**src/rtl/mult_share_sched.sv**
```systemverilog
// mult_share_sched: round-robin front end for one shared W x W multiplier.
// One operand pair is in flight at a time. The pair is registered onto
// mul_a/mul_b. After MUL_LAT cycles mul_p is captured, and the result is
// offered with its requester ID until the consumer takes it.
//
// Handshake semantics: a transfer happens on a rising edge where valid and
// ready are both high. A requester may raise or drop req_valid freely before
// it is granted. Once res_valid is high, res_id and res_product are held
// stable until the edge that completes res_valid & res_ready.
module mult_share_sched #(
    parameter int NREQ    = 4,
    parameter int W       = 8,
    parameter int ID_W    = 2,
    parameter int MUL_LAT = 1
) (
    input  logic                clk,
    input  logic                rst_n,
    input  logic [NREQ-1:0]     req_valid,
    input  logic [NREQ*W-1:0]   req_a,
    input  logic [NREQ*W-1:0]   req_b,
    output logic [NREQ-1:0]     req_ready,
    output logic [W-1:0]        mul_a,
    output logic [W-1:0]        mul_b,
    input  logic [2*W-1:0]      mul_p,
    output logic                res_valid,
    input  logic                res_ready,
    output logic [ID_W-1:0]     res_id,
    output logic [2*W-1:0]      res_product,
    output logic                busy,
    output logic [1:0]          dbg_state
);

    localparam logic [1:0] IDLE = 2'd0;
    localparam logic [1:0] CALC = 2'd1;
    localparam logic [1:0] HOLD = 2'd2;

    // MUL_LAT is at most 15, so four bits always hold the settle count.
    localparam int              CNT_W    = 4;
    localparam logic [CNT_W-1:0] CNT_INIT = CNT_W'(MUL_LAT - 1);

    logic [1:0]       state;
    logic [ID_W-1:0]  rr_ptr;
    logic [CNT_W-1:0] cnt;
    logic             grant_valid;
    logic [ID_W-1:0]  grant_idx;
    logic             accept;

    // Requester index at offset 'off' from 'base', wrapping modulo NREQ.
    function automatic logic [ID_W-1:0] rr_index(input int base, input int off);
        int s;
        s = base + off;
        if (s >= NREQ) s = s - NREQ;
        return ID_W'(s);
    endfunction

    // Round-robin search: scan from the highest offset down so the lowest
    // offset from rr_ptr with a valid request wins.
    always_comb begin
        grant_valid = 1'b0;
        grant_idx   = '0;
        for (int k = NREQ - 1; k >= 0; k--) begin
            if (req_valid[rr_index(int'(rr_ptr), k)]) begin
                grant_valid = 1'b1;
                grant_idx   = rr_index(int'(rr_ptr), k);
            end
        end
    end

    // Only IDLE offers a grant; at most one ready bit is ever high.
    always_comb begin
        req_ready = '0;
        if (state == IDLE && grant_valid) req_ready[grant_idx] = 1'b1;
    end

    assign accept    = (state == IDLE) && grant_valid;
    assign busy      = (state != IDLE);
    assign dbg_state = state;

    // Scheduler FSM, operand registers and result capture.
    always_ff @(posedge clk) begin
        if (!rst_n) begin
            state       <= IDLE;
            rr_ptr      <= '0;
            cnt         <= '0;
            mul_a       <= '0;
            mul_b       <= '0;
            res_product <= '0;
            res_id      <= '0;
            res_valid   <= 1'b0;
        end else begin
            case (state)
                IDLE: begin
                    if (accept) begin
                        mul_a  <= req_a[grant_idx*W +: W];
                        mul_b  <= req_b[grant_idx*W +: W];
                        res_id <= grant_idx;
                        cnt    <= CNT_INIT;
                        rr_ptr <= (grant_idx == ID_W'(NREQ - 1)) ? '0 : grant_idx + 1'b1;
                        state  <= CALC;
                    end
                end
                CALC: begin
                    // Operands stay on mul_a/mul_b while the multiplier settles.
                    if (cnt != '0) begin
                        cnt <= cnt - 1'b1;
                    end else begin
                        res_product <= mul_p;
                        res_valid   <= 1'b1;
                        state       <= HOLD;
                    end
                end
                HOLD: begin
                    // Return to IDLE only; the next grant is offered a cycle later.
                    if (res_ready) begin
                        res_valid <= 1'b0;
                        state     <= IDLE;
                    end
                end
                default: begin
                    res_valid <= 1'b0;
                    state     <= IDLE;
                end
            endcase
        end
    end

endmodule

```
**config.mk**
```make
export PLATFORM = sky130hd
export DESIGN_NAME = mult_share_sched
export DESIGN_NICKNAME = d
export VERILOG_FILES = /design/src/rtl/mult_share_sched.sv
export SDC_FILE = /design/constraint.sdc
export NUM_CORES = 1
export LEC_CHECK = 0
export BUFFER_PORTS_ARGS = -buffer_cell sky130_fd_sc_hd__buf_2
export CAP_MARGIN = 10
export CORE_MARGIN = 5
export CORE_UTILIZATION = 40
export CTS_CLUSTER_SIZE = 20
export DETAILED_ROUTE_END_ITERATION = 8
export GPL_ROUTABILITY_DRIVEN = 0
export HOLD_SLACK_MARGIN = 0.06
export PLACE_DENSITY = 0.73
export SYNTH_ARGS = -nofsm -noshare
export SYNTH_HDL_FRONTEND = slang
export SYNTH_SLANG_ARGS = --single-unit
```
**constraint.sdc**
```tcl
create_clock -name clk -period 5.65 [get_ports clk]
set_input_delay 1.13 -clock clk [delete_from_list [all_inputs] [get_ports clk]]
set_output_delay 1.13 -clock clk [all_outputs]
set_load 0.1 [all_outputs]
```
==> results by stage <==
Clock tree:
- The cell at the root of the clock tree is sky130_fd_sc_hd__clkbuf_8.
- The total of hold buffers inserted after clock tree synthesis is 0.
- The number of resized instances in the post-cts repair step is 0.
- The maximum number of buffers from clock root to sink is 2.
- Clock tree synthesis inserted a total of 5 buffers.
- In this run the number of H-tree levels came out at 2.
- The number of post-CTS setup repair buffers is 0.
- TritonCTS built the clock tree.
- The source-to-sink clock delay at the later pin of the worst-skew pair is 0.29 ns.
- After clock tree synthesis, the clock-pin slew on the worst setup and hold paths is 0.08 ns.
- The clock sink count is 43.

Routing:
- The number of antenna-violating nets in the routed design is 0.
- For this block, the initial DRC count from the detailed router was 134.
- For this run, the detailed router's first-pass iteration total came to 4.
- Dividing the detail-routed via count by the number of cells gives 5.26.
- Dividing the detail-routed wire length by the instance count gives 14.7 microns.
- The post-detailed-routing wire length is 6.83 mm.
- The DRC violations left is 0.
- The count of vias placed by the detailed router is 2444.

Synthesis:
- The post-synthesis net count is 365.
- Counting flops with an async set or reset pin after synthesis yields a share of 0%.
- The top cell type by area accounts for 35.6% of the synthesized area.
- By area the synthesized netlist is led by sky130_fd_sc_hd__dfxtp_1 36%, sky130_fd_sc_hd__mux2_4 8.7%, sky130_fd_sc_hd__nand2_1 6.4%, sky130_fd_sc_hd__a211o_1 5.8%, sky130_fd_sc_hd__o31ai_1 5.0%.
- The synthesized design contains 43 register bits.
- In this run, distinct cell masters in the synthesized netlist total 37.
- The proportion of synthesized chip area in sequential cells is 35.6%.
- The cell count after synthesis came out at 277.
- The most used flip-flop cell after synthesis is sky130_fd_sc_hd__dfxtp_1.
- In the post-synthesis netlist, the cell with the most instances is sky130_fd_sc_hd__dfxtp_1.
- Each instance of the synthesized netlist takes up on average 8.74 sq um.
- The number of enable flip-flop cells after synthesis is 0.
- Counting instances in the post-synthesis netlist gives the leading cell types as 43 x sky130_fd_sc_hd__dfxtp_1, 41 x sky130_fd_sc_hd__nand2_1, 21 x sky130_fd_sc_hd__a21oi_1.
- For this run, the number of Yosys warnings is 0.
- The cell area after technology mapping is 2420 sq um.
- The biggest area consumer among synthesized cells is sky130_fd_sc_hd__dfxtp_1.

Worst setup path:
- The dominant cell type by count on the critical path is sky130_fd_sc_hd__buf_2.
- The endpoint type of the worst setup path is an output pin.
- The gate family responsible for the most delay along the worst path is simple AND/OR/NAND/NOR gates.
- The maximum fanout along the worst path is 22.
- The critical path in this run is classified as in2out.
- STA classifies the critical path startpoint as an input pin.
- For the worst setup path, the data arrival time is 2.74 ns.
- The number of buffers and inverters on the critical path is 2.
- Traced cell by cell, the critical path runs through buf_2 -> nor4_2 -> or2_1 -> nor3b_1 -> buf_2.
- The largest individual stage delay along the critical path comes from the cell sky130_fd_sc_hd__or2_1.
- The maximum cell stage delay along the critical path is 0.63 ns.
- At the worst endpoint, the required time is 4.52 ns.

STA:
- The transition at the pin with the smallest max-transition slack is 0.764 ns.
- The count of pins over their slew limit is 0.
- In the finished design, the share of the clock period the worst path needs comes to 68.4%.
- For the final database, setup skew stands at 0.00393 ns.
- Setup violations remaining at the end of the flow were counted as 0.
- Setup repair after global routing left no endpoint under its margin.
- Hold timing on the final database bottoms out at a slack of 0.458 ns.
- The hold violation count in the final report came to 0.
- Setup total negative slack on the finished layout was measured at 0 ns.
- After layout, the minimum clock period comes to 3.87 ns.
- Headroom to the max-slew limit came out at 49.1%.
- The achievable clock frequency is 259 MHz.

Die:
- 129 I/O pins were placed.
- Once the floorplan was initialized, standard cells occupied 40.9% of the core.
- The die is 87.8 microns tall.
- The die is 87.8 microns wide.
- After floorplanning, the core was divided into 28 placement rows.
- The area of the die is 7710 sq um.
- The core area is 5920 sq um.

Job:
- The max capacitance violation total is 0.

Global routing:
- Global routing consumed, over all layers together, 17.6% of the routing resources.
- The via count of the first global-routing pass is 2369.
- The number of antenna violations at the first check in global routing was 0.
- Entering global routing, the biggest net connects 44 pins.
- For this run the aggregate overflow at the end of global routing stands at 0.
- The first-pass GRT wire length is 10.9 mm.

Worst hold path:
- In this run the worst hold path is classified as reg2reg.

Cells and area:
- The area growth from synthesis to layout is 29.8%.
- In the final layout, the share of cells above drive strength 1 is 40.3%.
- 0 antenna diodes ended up in the layout.
- After the last flow step, the layout net total stands at 477.

Placement:
- Buffers placed on the I/O ports in this run total 128.
- The wire-length estimate of the detail-placed layout is 5.21 mm.

Run status:
- The flow ran to the end, and the final reports show no timing, DRC or antenna violations.
==> placed cells by master (no fill, tap or decap), types with 2 or more instances in the layout <==
cell type	instances
sky130_fd_sc_hd__mux2_1	2
sky130_fd_sc_hd__o21ai_0	4
sky130_fd_sc_hd__nand2_1	41
sky130_fd_sc_hd__nor2_4	2
sky130_fd_sc_hd__dfxtp_1	43
sky130_fd_sc_hd__inv_1	3
sky130_fd_sc_hd__nor3_1	2
sky130_fd_sc_hd__o31ai_1	16
sky130_fd_sc_hd__nand4_1	16
sky130_fd_sc_hd__and2_1	5
sky130_fd_sc_hd__nor2_1	5
sky130_fd_sc_hd__mux2_4	14
sky130_fd_sc_hd__buf_2	128
sky130_fd_sc_hd__a211o_1	16
sky130_fd_sc_hd__nor3b_1	3
sky130_fd_sc_hd__nand2b_1	2
sky130_fd_sc_hd__o22ai_1	2
sky130_fd_sc_hd__xor2_1	3
sky130_fd_sc_hd__and3_1	18
sky130_fd_sc_hd__a21oi_1	21
sky130_fd_sc_hd__a21boi_1	11
sky130_fd_sc_hd__a21boi_0	7
sky130_fd_sc_hd__or2_1	5
sky130_fd_sc_hd__mux2i_1	2
sky130_fd_sc_hd__clkbuf_8	5
==> layer usage <==
layer / up-vias / global-route usage (%) / wire length (microns)
met3: 8 / 3.48 / 331
met4: 0 / 5.44 / 70
met5: - / 0 / 0
li1: 1235 / - / -
met1: 1138 / 20.9 / 2850
met2: 63 / 31.8 / 3580
==> cell type report <==
class	count	area, sq um
Inverter	3	11.3
Sequential cell	43	861
Tap cell	75	93.8
Clock inverter	2	12.5
Timing Repair Buffer	129	648
Clock buffer	6	72.6
Multi-Input combinational cell	207	1440
Fill cell	579	2780
==> stage by stage <==
| step | cell area [sq um] | setup slack, ns | cells | util (%) |
|---|---|---|---|---|
| after floorplan | 2420 | 0.0866 | 277 | - |
| after global placement | 3060 | 1.83 | 457 | 51.6 |
| after detailed placement | 3060 | 1.77 | 457 | 51.6 |
| after CTS | 3140 | 1.77 | 465 | 53.1 |
| after global routing | 3140 | 1.67 | 465 | 53.1 |
| final | 3140 | 1.78 | 465 | 53.1 |
==> state kept, by name, indices dropped and copies added (netlist names) <==
| name | count |
|---|---|
| res_id | 2 |
| dbg_state | 2 |
| mul_a | 8 |
| res_product | 16 |
| res_valid | 1 |
| cnt | 4 |
| mul_b | 8 |
| rr_ptr | 2 |
==> path summary, 6_finish.rpt <==
| path | from | cells past startpoint | end | slack (ns) |
|---|---|---|---|---|
| min reg2reg | res_product[12] | 2 | res_product[12] | 0.46 |
| max | req_valid[1] | 5 | req_ready[0] | 1.78 |
| min | res_product[12] | 2 | res_product[12] | 0.46 |
| max reg2reg | rr_ptr[1] | 6 | mul_a[2] | 3.19 |
==> kinds of logic after synthesis <==
| kind of cell | synth area share, % |
|---|---|
| AO/OA/AOI/OAI | 24.4 |
| XOR/XNOR | 1.09 |
| adder cells (fa/ha/maj) | 0.517 |
| buffers and inverters | 5.06 |
| flip-flops | 35.6 |
| multiplexers | 10.4 |
| AND/OR/NAND/NOR | 22.9 |
==> worst min-delay path, delay by kind of cell, from the launching register on <==
family	cells	cell delay (ns)
compound gates	1	0.05
simple gates	1	0.05
flops	1	0.31
Power is left out: the tool's default activity adds up to more than one toggle a clock period on the data nets, which glitch-free logic cannot reach.
